--- config.mk ---
export PLATFORM = sky130hd
export DESIGN_NAME = bcd_serial_adder_flat
export DESIGN_NICKNAME = d
export VERILOG_FILES = /design/src/rtl/bcd_serial_adder_if.sv /design/src/rtl/bcd_serial_adder.sv /design/src/flat_wrapper.sv
export SDC_FILE = /design/constraint.sdc
export NUM_CORES = 1
export LEC_CHECK = 0
export ABC_CLOCK_PERIOD_IN_PS = 4190
export CAP_MARGIN = 15
export CORE_ASPECT_RATIO = 1.25
export CORE_MARGIN = 5
export CORE_UTILIZATION = 52
export DETAILED_ROUTE_END_ITERATION = 7
export PLACE_DENSITY = 0.79
export REMOVE_ABC_BUFFERS = 1
export SYNTH_ARGS = -nofsm -noshare
export SYNTH_HDL_FRONTEND = slang
export SYNTH_SLANG_ARGS = --single-unit
--- constraint.sdc ---
create_clock -name i_clk -period 4.19 [get_ports i_clk]
set_clock_uncertainty 0.15 [all_clocks]
set_input_delay 1.257 -clock i_clk [delete_from_list [all_inputs] [get_ports i_clk]]
set_output_delay 1.257 -clock i_clk [all_outputs]
set_load 0.05 [all_outputs]
--- src/rtl/bcd_serial_adder_if.sv ---
// Handshake/bus bundle for bcd_serial_adder.
//   master: drives start/sub/cin/a/b, observes busy/done/sum/cout/err
//   slave : the adder itself
interface bcd_serial_adder_if #(
  parameter int unsigned DIGITS = 4
);
  logic                  start;
  logic                  sub;
  logic                  cin;
  logic [4*DIGITS-1:0]   a;
  logic [4*DIGITS-1:0]   b;
  logic                  busy;
  logic                  done;
  logic [4*DIGITS-1:0]   sum;
  logic                  cout;
  logic                  err;

  modport master (
    output start, sub, cin, a, b,
    input  busy, done, sum, cout, err
  );

  modport slave (
    input  start, sub, cin, a, b,
    output busy, done, sum, cout, err
  );
endinterface

--- src/rtl/bcd_serial_adder.sv ---
// Multi-digit BCD adder/subtractor, one decimal digit per clock, LSD first.
//   i_clk  : rising-edge clock
//   i_rst  : synchronous active-high reset
//   io_bus : slave side of bcd_serial_adder_if
//            start/sub/cin/a/b in; busy/done/sum/cout/err out
// Subtraction uses 10's complement: each B digit is replaced by 9-b and the
// initial carry is the inverted borrow-in. cout on subtract means "no borrow".
module bcd_serial_adder #(
  parameter int unsigned DIGITS = 4
) (
  input  logic                 i_clk,
  input  logic                 i_rst,
  bcd_serial_adder_if.slave    io_bus
);

  localparam int unsigned W    = 4 * DIGITS;
  localparam int unsigned IdxW = (DIGITS > 1) ? $clog2(DIGITS) : 1;

  typedef enum logic [1:0] {StIdle, StRun, StDone} state_e;

  state_e          r_state;
  state_e          w_state_next;

  logic [W-1:0]    r_a;
  logic [W-1:0]    r_b;
  logic [W-1:0]    r_shift;
  logic [W-1:0]    r_sum;
  logic            r_sub;
  logic            r_c;
  logic            r_cout;
  logic            r_err;
  logic [IdxW-1:0] r_idx;

  logic            w_accept;
  logic            w_bad;
  logic            w_last;
  logic [3:0]      w_bd;
  logic [4:0]      w_t;
  logic [3:0]      w_digit;
  logic            w_c_next;
  logic [W-1:0]    w_digit_ext;
  logic [W-1:0]    w_shift_next;

  // New operations are taken in IDLE and in the DONE cycle (back-to-back).
  assign w_accept = (r_state != StRun) && io_bus.start;
  assign w_last   = (r_idx == IdxW'(DIGITS - 1));

  always_comb begin
    w_bad = 1'b0;
    for (int unsigned k = 0; k < DIGITS; k++) begin
      if ((io_bus.a[4*k +: 4] > 4'd9) || (io_bus.b[4*k +: 4] > 4'd9)) begin
        w_bad = 1'b1;
      end
    end
  end

  // Single-digit decimal stage; operands are shifted so digit i is always at [3:0].
  always_comb begin
    w_bd     = r_sub ? (4'd9 - r_b[3:0]) : r_b[3:0];
    w_t      = {1'b0, r_a[3:0]} + {1'b0, w_bd} + {4'd0, r_c};
    w_c_next = (w_t > 5'd9);
    w_digit  = w_c_next ? (w_t[3:0] + 4'd6) : w_t[3:0];
  end

  // Digits enter at the top and migrate down, so after DIGITS steps digit0 sits at [3:0].
  always_comb begin
    w_digit_ext       = '0;
    w_digit_ext[3:0]  = w_digit;
    w_shift_next      = (r_shift >> 4) | (w_digit_ext << (4 * (DIGITS - 1)));
  end

  always_comb begin
    w_state_next = r_state;
    unique case (r_state)
      StIdle, StDone: begin
        if (w_accept) begin
          w_state_next = w_bad ? StDone : StRun;
        end else begin
          w_state_next = StIdle;
        end
      end
      StRun: begin
        if (w_last) begin
          w_state_next = StDone;
        end
      end
      default: w_state_next = StIdle;
    endcase
  end

  always_ff @(posedge i_clk) begin
    if (i_rst) begin
      r_state <= StIdle;
    end else begin
      r_state <= w_state_next;
    end
  end

  // Result registers only change when entering DONE, never mid-operation.
  always_ff @(posedge i_clk) begin
    if (i_rst) begin
      r_a     <= '0;
      r_b     <= '0;
      r_shift <= '0;
      r_sum   <= '0;
      r_sub   <= 1'b0;
      r_c     <= 1'b0;
      r_cout  <= 1'b0;
      r_err   <= 1'b0;
      r_idx   <= '0;
    end else if (w_accept) begin
      r_a   <= io_bus.a;
      r_b   <= io_bus.b;
      r_sub <= io_bus.sub;
      r_c   <= io_bus.sub ? ~io_bus.cin : io_bus.cin;
      r_idx <= '0;
      if (w_bad) begin
        r_sum  <= '0;
        r_cout <= 1'b0;
        r_err  <= 1'b1;
      end
    end else if (r_state == StRun) begin
      r_a     <= r_a >> 4;
      r_b     <= r_b >> 4;
      r_c     <= w_c_next;
      r_idx   <= r_idx + IdxW'(1);
      r_shift <= w_shift_next;
      if (w_last) begin
        r_sum  <= w_shift_next;
        r_cout <= w_c_next;
        r_err  <= 1'b0;
      end
    end
  end

  assign io_bus.busy = (r_state == StRun);
  assign io_bus.done = (r_state == StDone);
  assign io_bus.sum  = r_sum;
  assign io_bus.cout = r_cout;
  assign io_bus.err  = r_err;

endmodule

--- src/flat_wrapper.sv ---
// flat-port wrapper written by rule: the top's interface ports become plain ports
module bcd_serial_adder_flat 
#(
  parameter int unsigned DIGITS = 4
)
  (i_clk, i_rst, io_bus_start, io_bus_sub, io_bus_cin, io_bus_a, io_bus_b, io_bus_busy, io_bus_done, io_bus_sum, io_bus_cout, io_bus_err);
  bcd_serial_adder_if #(.DIGITS(DIGITS)) io_bus_i ();
  input  logic i_clk;
  input  logic i_rst;
  input wire logic [$bits(io_bus_i.start)-1:0] io_bus_start;
  input wire logic [$bits(io_bus_i.sub)-1:0] io_bus_sub;
  input wire logic [$bits(io_bus_i.cin)-1:0] io_bus_cin;
  input wire logic [$bits(io_bus_i.a)-1:0] io_bus_a;
  input wire logic [$bits(io_bus_i.b)-1:0] io_bus_b;
  output wire logic [$bits(io_bus_i.busy)-1:0] io_bus_busy;
  output wire logic [$bits(io_bus_i.done)-1:0] io_bus_done;
  output wire logic [$bits(io_bus_i.sum)-1:0] io_bus_sum;
  output wire logic [$bits(io_bus_i.cout)-1:0] io_bus_cout;
  output wire logic [$bits(io_bus_i.err)-1:0] io_bus_err;
  assign io_bus_i.start = io_bus_start;
  assign io_bus_i.sub = io_bus_sub;
  assign io_bus_i.cin = io_bus_cin;
  assign io_bus_i.a = io_bus_a;
  assign io_bus_i.b = io_bus_b;
  assign io_bus_busy = io_bus_i.busy;
  assign io_bus_done = io_bus_i.done;
  assign io_bus_sum = io_bus_i.sum;
  assign io_bus_cout = io_bus_i.cout;
  assign io_bus_err = io_bus_i.err;
  bcd_serial_adder #(.DIGITS(DIGITS)) u_core (.i_clk(i_clk), .i_rst(i_rst), .io_bus(io_bus_i));
endmodule
==> results of run 1 <==
[power groups by stage]
| stage | Combinational (mW) | Clock, mW | Sequential [mW] |
|---|---|---|---|
| final | 0.212 | 0.482 | 0.683 |
| after global routing | 0.233 | 0.526 | 0.685 |
| after CTS | 0.214 | 0.489 | 0.683 |
| after detailed placement | 0.212 | 0 | 0.698 |
| after global placement | 0.208 | 0 | 0.697 |
| after floorplan | 0.130 | 0 | 0.696 |
[path summary, 6_finish.rpt]
kind,startpoint,endpoint,slack (ps),depth (start not counted)
setup reg to reg,u_core.r_b[1],u_core.io_bus.sum[14],950,11
hold / removal,u_core.io_bus.err,u_core.io_bus.err,310,2
setup / recovery,u_core.r_state[1],io_bus_busy,870,3
hold reg to reg,u_core.io_bus.err,u_core.io_bus.err,310,2
[Yosys cell counts (all sizes together)]
cell type | n | area (um^2)
dfxtp | 68 | 1361
nor2 | 43 | 161.4
nand2 | 41 | 153.9
mux2i | 33 | 330.3
a211oi | 28 | 220.2
a21oi | 26 | 130.1
nand3 | 15 | 75.07
buf | 14 | 61.31
clkbuf | 12 | 45.04
o21ai | 10 | 53.80
inv | 9 | 33.78
ha | 6 | 75.07
a31oi | 5 | 46.29
nand2b | 5 | 31.28
xnor2 | 5 | 43.79
a21o | 3 | 22.52
a22oi | 2 | 28.78
fa | 2 | 40.04
nand4 | 2 | 12.51
nor3 | 2 | 10.01
o211ai | 2 | 15.01
o21bai | 2 | 18.77
o32ai | 2 | 32.53
or3 | 2 | 17.52
a221oi | 1 | 8.760
and2 | 1 | 6.260
and3b | 1 | 8.760
mux2 | 1 | 15.01
nor2b | 1 | 6.260
o21a | 1 | 7.510
o311ai | 1 | 8.760
or4 | 1 | 7.510
[kinds of logic after synthesis]
group | Yosys count | synth area share (%)
flip-flops | 68 | 44.07
buffers and inverters | 35 | 4.536
adder cells (fa/ha/maj) | 8 | 3.726
AND/OR/NAND/NOR | 114 | 15.88
AO/OA/AOI/OAI | 83 | 19.20
multiplexers | 34 | 11.18
XOR/XNOR | 5 | 1.418
[critical path, stage by stage, from the launching register on]
cell,delay (ps)
dfxtp_1,310
nand2b_2,180
inv_2,230
clkdlybuf4s50_1,860
[area by class of cell]
cell class	count	area (um^2)	area share [%]
Inverter	9	33.78	0.8818
Sequential cell	68	1361	35.53
Clock buffer	12	165.2	4.311
Multi-Input combinational cell	244	1590	41.51
Tap cell	66	82.58	2.155
Timing Repair Buffer	61	588.1	15.35
Clock inverter	2	10.01	0.2613
[flip-flops by register name (all words and copies together) (netlist names)]
| signal | cells |
|---|---|
| u_core.io_bus.cout | 1 |
| u_core.io_bus.err | 1 |
| u_core.io_bus.sum | 16 |
| u_core.r_a | 16 |
| u_core.r_b | 16 |
| u_core.r_c | 1 |
| u_core.r_idx | 2 |
| u_core.r_shift | 12 |
| u_core.r_state | 2 |
| u_core.r_sub | 1 |
[metrics by stage]
step / cells / hold WS [ps]
floorplan: 321 / 276.0
global placement: 448 / 290.0
detailed placement: 448 / 297.0
CTS: 462 / 306.5
global route: 462 / 323.5
finish: 462 / 305.1
[cells in the final DEF, fill, tap and decap left out, drive strengths merged, types with 3 or more instances in the layout]
cell type and n:
dfxtp 68, clkdlybuf4s50 54, nor2 43, nand2 41
mux2i 33, a211oi 28, a21oi 26, nand3 15
clkbuf 12, o21ai 10, inv 9, buf 7
ha 6, xnor2 5, a31oi 5, nand2b 5
a21o 3
[routing by layer]
| metal | track usage (%) | vias to the layer above |
|---|---|---|
| met3 | 4.869 | 6 |
| met4 | 6.017 | 0 |
| met1 | 21.22 | 1184 |
| met2 | 31.16 | 61 |
| li1 | - | 1304 |
| met5 | 0 | - |
==> impl_metrics.csv, run 1 <==
group,metric,value,unit
global_route,grt_pass1_wl,10630,um
clock_network,clkSinkCount,68,
cells_and_area,design_area,0.003831,mm^2
placed_design,place_ws,813.6,ps
timing,hold_violations,0,
clock_network,post_cts_buffers,0,
routing,postRouteWirelength,6483,um
routing,wl_met2,3356,um
routing,dr.pass1.iters,5,
clock_network,root_buffer,"clkbuf_8",
clock_network,cts.hold.buffers_added,0,
synthesis,synth-seq-cells,68,
clock_network,cts.repair.resized,0,
routing,ant_nets,0,
status,outcome,"completed",
die,dieArea,0.007592,mm^2
routing,m1WireLength,2731,um
die,die_y,96.18,um
timing,period_needed,3318,ps
placed_design,placed_cell_area,0.003656,mm^2
cells_and_area,syn_to_final_growth,24.02,%
synthesis,syn_avg_cell_area,8.903,um^2
pwr,power_leakage,1.523,nW
synthesis,synthDistinctLibCells,41,
synthesis,yosys_warnings,0,
global_route,first_global_vias,2339,
placed_design,dp_hpwl,4561,um
global_route,grt_overflow,0,
timing,worst_slack,872.2,ps
setup_path,cp-start-kind,"flip-flop",
synthesis,synth_cells,347,
die,die_x,78.94,um
pwr,p_sw_share,25.35,%
synthesis,synthesis.area,0.003089,mm^2
die,initial_core_util,53.45,%
setup_path,crit_fanout,17,
routing,top_layer_used,"met4",
timing,relSlewSlack,47.80,%
die,io_pins,57,
placed_design,port_buffers,56,
worst_hold_path,min_path_type,"flip-flop to flip-flop",
pwr,total_power,1.378,mW
pwr,irDropWorstVdd,296.7,uV
pwr,intPower,1.028,mW
pwr,seqPwrFrac,49.6,%
clock_network,cts_tree,"built",
routing,num_vias,2555,
setup_path,end_kind,"primary output",
routing,route.met3.wl,344,um
die,core,0.005779,mm^2
pwr,p_clk_share,35.0,%
die,num_rows,31,
timing,finalCritPeriodShare,79.18,%
cells_and_area,fillCellCount,492,
global_route,antenna_found_initial,0,
routing,post-route-drc-count,0,
pwr,power.density,359.6,mW/mm^2
placed_design,place_congestion,0.8127,
routing,vias_per_cell,5.530,
clock_network,path_clk_slew,70,ps
timing,rsz0062_at_grt,"no",
job,maxCapViolCount,0,
timing,worst_slew_pin_slew,783.0,ps
timing,setup-violations-final,0,
setup_path,crit_required,2780,ps
timing,drv_slew,0,
clock_network,cts_max_path_buffers,2,
setup_path,critPathKind,"flip-flop to primary output",
global_route,grtUsageTotal,17.84,%
setup_path,cp.arrival,1910,ps
routing,wl_per_cell,14.03,um
cells_and_area,post-route-util,66.29,%
cells_and_area,layout-drive-gt1-share,8.333,%
synthesis,yosysSeqAreaShare,44.07,%
clock_network,numCtsBuffers,9,
timing,tns,0,ps
clock_network,clk_latency,330,ps
global_route,grt_max_degree,72,
routing,first_iter_violations,113,
pwr,p_comb_share,15.4,%
cells_and_area,diodes,0,
clock_network,htreeDepth,3,
timing,fmax,0.3014,GHz
cells_and_area,fin_nets,438,
pwr,switchingPower,0.3492,mW
No activity file was read; power rests on OpenSTA's default activity.
==> run 2: changes to the inputs <==
Settings changed: ABC_CLOCK_PERIOD_IN_PS 4190 to 2960, CORE_UTILIZATION 52 to 47, PLACE_DENSITY 0.79 to 0.76.
Clock period 4.19 ns to 2.96 ns, I/O delays scaled along.
==> run 2 against run 1 <==
Die area grew 9.4%. First-iteration DRC count rose by 34%. Final area grew 1.7%. Cell count grew 6.1%. Sequential share of layout area fell by 0.56 points. Via count is 1.4% higher. Worst setup slack got worse by 730 ps. Combinational power is 50% higher. Utilization down 6.2 points. Largest cell class unchanged. Clock power grew 32%.
==> impl_metrics.csv, run 2 (synthesized netlist as in run 1, its figures left out) <==
group,metric,value,unit
cells_and_area,fin_nets,443,
setup_path,cp_top_family,"adder cells",
clock_network,root_buffer,"clkbuf_8",
global_route,antenna_found_initial,0,
timing,finalCritPeriodShare,95.34,%
clock_network,cts_tree,"built",
cells_and_area,final_common_cell,"dfxtp_1",
cells_and_area,syn_to_final_growth,26.12,%
routing,num_vias,2592,
clock_network,numCtsBuffers,9,
pwr,irDropWorstVdd,461.5,uV
cells_and_area,diodes,0,
cells_and_area,layout-drive-gt1-share,9.677,%
pwr,total_power,1.923,mW
timing,hold_violations,0,
setup_path,r2r-start,"u_core.r_sub",
timing,fmax,0.3544,GHz
die,num_rows,33,
cells_and_area,design_area,0.003896,mm^2
die,core,0.006482,mm^2
setup_path,cp-start-kind,"flip-flop",
routing,first_iter_violations,151,
routing,vias_per_cell,5.290,
placed_design,port_buffers,56,
timing,setup-violations-final,0,
die,dieArea,0.008304,mm^2
pwr,power.density,493.5,mW/mm^2
placed_design,placed_cell_area,0.003722,mm^2
setup_path,r2r_slack,140,ps
setup_path,critPathKind,"flip-flop to flip-flop",
clock_network,path_clk_slew,70,ps
clock_network,cts.hold.buffers_added,0,
timing,worst_slew_pin_slew,673.9,ps
setup_path,worstPathCellList,"xnor2_1, fa_1, inv_1, fa_1, inv_1, ha_2, a22oi_4, a31oi_4, mux2_4, o32ai_2",
setup_path,cp_slowest_cell,"fa_1",
global_route,grtUsageTotal,16.68,%
setup_path,path_buf_inv,2,
routing,wl_per_cell,13.32,um
placed_design,place_congestion,0.8744,
setup_path,cp.arrival,2920,ps
job,maxCapViolCount,0,
routing,postRouteWirelength,6527,um
die,die_y,100.6,um
clock_network,clk_latency,330,ps
clock_network,htreeDepth,3,
placed_design,dp_hpwl,4762,um
timing,relSlewSlack,55.07,%
timing,period_needed,2822,ps
timing,rsz0062_at_grt,"yes",
die,io_pins,57,
setup_path,cp-startpoint,"u_core.r_sub",
setup_path,cpPeakStageDelay,450,ps
timing,tns,0,ps
global_route,grt_overflow,0,
global_route,first_global_vias,2499,
setup_path,end_kind,"flip-flop",
routing,dr.pass1.iters,4,
setup_path,crit_required,3060,ps
cells_and_area,most-common-layout-cells,"dfxtp_1 (67), clkdlybuf4s50_1 (53), nor2_1 (43), nand2_1 (41), mux2i_1 (33)",
clock_network,cts_max_path_buffers,2,
global_route,grt_max_degree,72,
status,outcome,"completed",
die,die_x,82.52,um
setup_path,crit_fanout,5,
pwr,power_leakage,1.541,nW
timing,drv_slew,0,
worst_hold_path,min_from,"u_core.r_shift[7]",
worst_hold_path,min_path_type,"flip-flop to flip-flop",
die,initial_core_util,47.65,%
routing,ant_nets,0,
routing,post-route-drc-count,0,
global_route,grt_pass1_wl,10810,um
clock_network,clkSinkCount,68,
## run 2: changes by cell type in the layout (fill, tap and decap cells not counted), sizes merged
| cell | delta |
|---|---|
| clkdlybuf4s50 | -1 |
| buf | +6 |
| clkbuf | +2 |
## run 2: layout make-up
cell class	count	area, um^2
Inverter	9	33.78
Sequential cell	68	1363
Multi-Input combinational cell	244	1593
Fill cell	618	2586
Clock buffer	14	152.6
Tap cell	87	108.9
Clock inverter	2	10.01
Timing Repair Buffer	66	635.6
## run 2: repair_timing
item | 4_1_cts | 5_1_grt
pin swaps | 0 | 1
setup endpoints to repair | 1 | 2
setup buffers | 0 | 1
resized for setup | 1 | 1
## run 2: worst register-to-register path, stage by stage, from the launching register on
cell and delay [ps]:
dfxtp_2 350, xnor2_1 140, fa_1 390, inv_1 80
fa_1 450, inv_1 130, ha_2 240, a22oi_4 100
a31oi_4 210, mux2_4 320, o32ai_2 180
## run 2: where the power goes
group | internal, mW | total (mW) | switching (mW)
Clock | 0.326 | 0.638 | 0.313
Sequential | 0.948 | 0.965 | 0.0179
Combinational | 0.161 | 0.319 | 0.158
## run 2: layer usage
layer  wire, um  track usage [%]  vias to the layer above  part of all wire (%)
met4         93            7.296                        0                   1.4
met5          0                0                        -                     0
li1           -                -                     1325                     -
met3        379            3.936                        9                   5.8
met1       2748            18.96                     1197                    42
met2       3306            29.14                       61                    51
## run 2: metrics by stage
stage	cells	hold WS, ps	setup slack [ps]	util [%]
after global routing	490	316.7	-6.188	60.10
final	490	299.9	138.0	60.10
after detailed placement	473	291.4	-1.869	57.42
after global placement	473	289.8	124.8	57.42
after CTS	489	301.6	11.94	59.97
after floorplan	321	276.0	-500.7	-
## run 2: path summary, 6_finish.rpt
check        depth (start not counted)                    end
max reg2reg                         10  u_core.io_bus.sum[14]
min reg2reg                          2   u_core.io_bus.sum[3]
max                                 10  u_core.io_bus.sum[14]
min                                  2   u_core.io_bus.sum[3]
==> run 3: changes to the inputs <==
Settings changed: CORE_MARGIN 5 to 2.
==> run 3 against run 2 <==
Register-to-register slack is essentially flat. Utilization grew 1.5 points. Cell count stayed put. Wire length fell by 1.2%. Count of clock-buffer cells in the layout is 2 lower. Critical path type unchanged. Largest power group unchanged.
==> impl_metrics.csv, run 3 (synthesized netlist as in run 1, its figures left out) <==
group,metric,value,unit
setup_path,r2r-start,"u_core.r_sub",
setup_path,crit_required,3060,ps
setup_path,end_kind,"flip-flop",
timing,period_needed,2813,ps
cells_and_area,layout-drive-gt1-share,10.92,%
routing,num_vias,2610,
clock_network,cts.hold.buffers_added,0,
timing,worst_slew_pin_slew,674.7,ps
timing,rsz0062_at_grt,"no",
clock_network,htreeDepth,3,
routing,postRouteWirelength,6450,um
die,initial_core_util,47.96,%
setup_path,reg2reg_to,"u_core.io_bus.sum[14]",
worst_hold_path,whs_path_depth,2,
placed_design,dp_cells,474,
placed_design,port_buffers,56,
cells_and_area,syn_to_final_growth,28.47,%
timing,hold_violations,0,
job,maxCapViolCount,0,
global_route,grt_max_degree,71,
routing,wl_per_cell,13.16,um
pwr,seqPwrFrac,44.9,%
clock_network,cts_tree,"built",
cells_and_area,seqCellArea,0.001363,mm^2
cells_and_area,fin_cells,490,
worst_hold_path,min_to,"u_core.io_bus.sum[1]",
setup_path,worstPathCellList,"xnor2_1, fa_1, inv_1, fa_1, inv_2, ha_2, a22oi_4, a31oi_4, mux2_4, o32ai_2",
setup_path,cp.arrival,2910,ps
timing,worst_slack,146.6,ps
die,die_y,94.64,um
pwr,p_comb_share,14.6,%
cells_and_area,fillCellCount,577,
die,die_x,76.52,um
global_route,first_global_vias,2523,
clock_network,root_buffer,"clkbuf_8",
setup_path,reg2reg_depth,10,
pwr,p_sw_share,23.56,%
pwr,irDropWorstVdd,399.3,uV
clock_network,path_clk_slew,70,ps
setup_path,cpPeakStageDelay,460,ps
cells_and_area,fin_nets,443,
routing,ant_nets,0,
worst_hold_path,min_from,"u_core.r_shift[5]",
global_route,grt_pass1_wl,11030,um
clock_network,clk_latency,340,ps
die,num_rows,33,
timing,drv_slew,0,
pwr,intPower,1.645,mW
die,dieArea,0.007241,mm^2
setup_path,cpMostUsedCell,"fa_1",
routing,dr.pass1.iters,4,
global_route,grtUsageTotal,18.95,%
die,core,0.006441,mm^2
timing,finalCritPeriodShare,95.05,%
clock_network,clkSinkCount,68,
placed_design,place_ws,44.49,ps
status,outcome,"completed",
setup_path,r2r_slack,150,ps
clock_network,numCtsBuffers,9,
timing,fmax,0.3554,GHz
clock_network,cts_max_path_buffers,2,
timing,tns,0,ps
routing,vias_per_cell,5.327,
timing,relSlewSlack,55.02,%
cells_and_area,most-common-layout-cells,"dfxtp_1 (67), clkdlybuf4s50_1 (53), nor2_1 (43), nand2_1 (41), mux2i_1 (33)",
timing,setup-violations-final,0,
setup_path,cp_slowest_cell,"fa_1",
die,io_pins,57,
cells_and_area,multi_input_area,0.001593,mm^2
global_route,antenna_found_initial,0,
cells_and_area,final_common_cell,"dfxtp_1",
pwr,switchingPower,0.5069,mW
pwr,p_clk_share,40.6,%
routing,post-route-drc-count,0,
setup_path,cp-start-kind,"flip-flop",
pwr,power.density,542.1,mW/mm^2
global_route,grt_overflow,0,
routing,first_iter_violations,111,
setup_path,crit_fanout,7,
placed_design,dp_hpwl,4583,um
cells_and_area,diodes,0,
worst_hold_path,min_path_type,"flip-flop to flip-flop",
pwr,power_leakage,1.579,nW
placed_design,place_congestion,0.9528,
setup_path,critPathKind,"flip-flop to flip-flop",
run 3: worst max-delay path: cells and delay by family (launching register included):
kind / cells / cell delay [ps]
flip-flops: 1 / 340
XOR/XNOR: 1 / 130
buffers and inverters: 2 / 180
multiplexers: 1 / 330
AO/OA/AOI/OAI: 3 / 540
adder cells (fa/ha/maj): 3 / 1060
run 3: through the flow:
stage               power (mW)  instance area (um^2)  utilization, %  hold WS (ps)
floorplan                1.168                  2983               -         276.0
global placement         1.288                  3730           57.91         290.0
detailed placement       1.297                  3730           57.91         294.5
CTS                      2.164                  3965           61.56         304.9
global route             2.237                  3969           61.62         320.8
finish                   2.151                  3969           61.62         302.4
run 3: timing repair:
item / in CTS / in global routing
setup buffers: 0 / 0
endpoints found under the setup margin: 0 / 2
gates resized for setup: 0 / 3
run 3: power groups by stage:
stage	sequential, mW	combinational (mW)	clock, mW
floorplan	0.985	0.183	0
global placement	0.985	0.304	0
detailed placement	0.986	0.311	0
CTS	0.966	0.313	0.885
global route	0.969	0.341	0.928
finish	0.965	0.313	0.873
run 3: metal layers:
layer | global-route usage [%] | vias to the layer above | share of wire (%)
met3 | 2.868 | 14 | 3.9
met4 | 8.788 | 0 | 2.2
met2 | 35.18 | 65 | 51
li1 | - | 1320 | -
met1 | 21.45 | 1211 | 42
met5 | 0 | - | 0
run 3: how the worst max path moves through the flow:
stage,depth (start not counted),slack [ps],start,endpoint
4_1_cts,10,30,u_core.r_sub,u_core.io_bus.sum[14]
5_1_grt,10,20,u_core.r_sub,u_core.io_bus.sum[14]
2_1_floorplan,5,-500,u_core.r_state[1],u_core.io_bus.sum[13]
6_report,10,150,u_core.r_sub,u_core.io_bus.sum[14]
3_5_place_dp,10,40,u_core.r_sub,u_core.io_bus.sum[14]
3_3_place_gp,10,120,u_core.r_sub,u_core.io_bus.sum[14]
run 3: cell type report:
| type | instances | area share (%) |
|---|---|---|
| multi-input combinational | 244 | 40.13 |
| sequential | 68 | 34.33 |
| timing repair buffer | 66 | 16.02 |
| clock buffer | 12 | 4.161 |
| tap | 87 | 2.743 |
| clock inverter | 4 | 1.765 |
| inverter | 9 | 0.8512 |
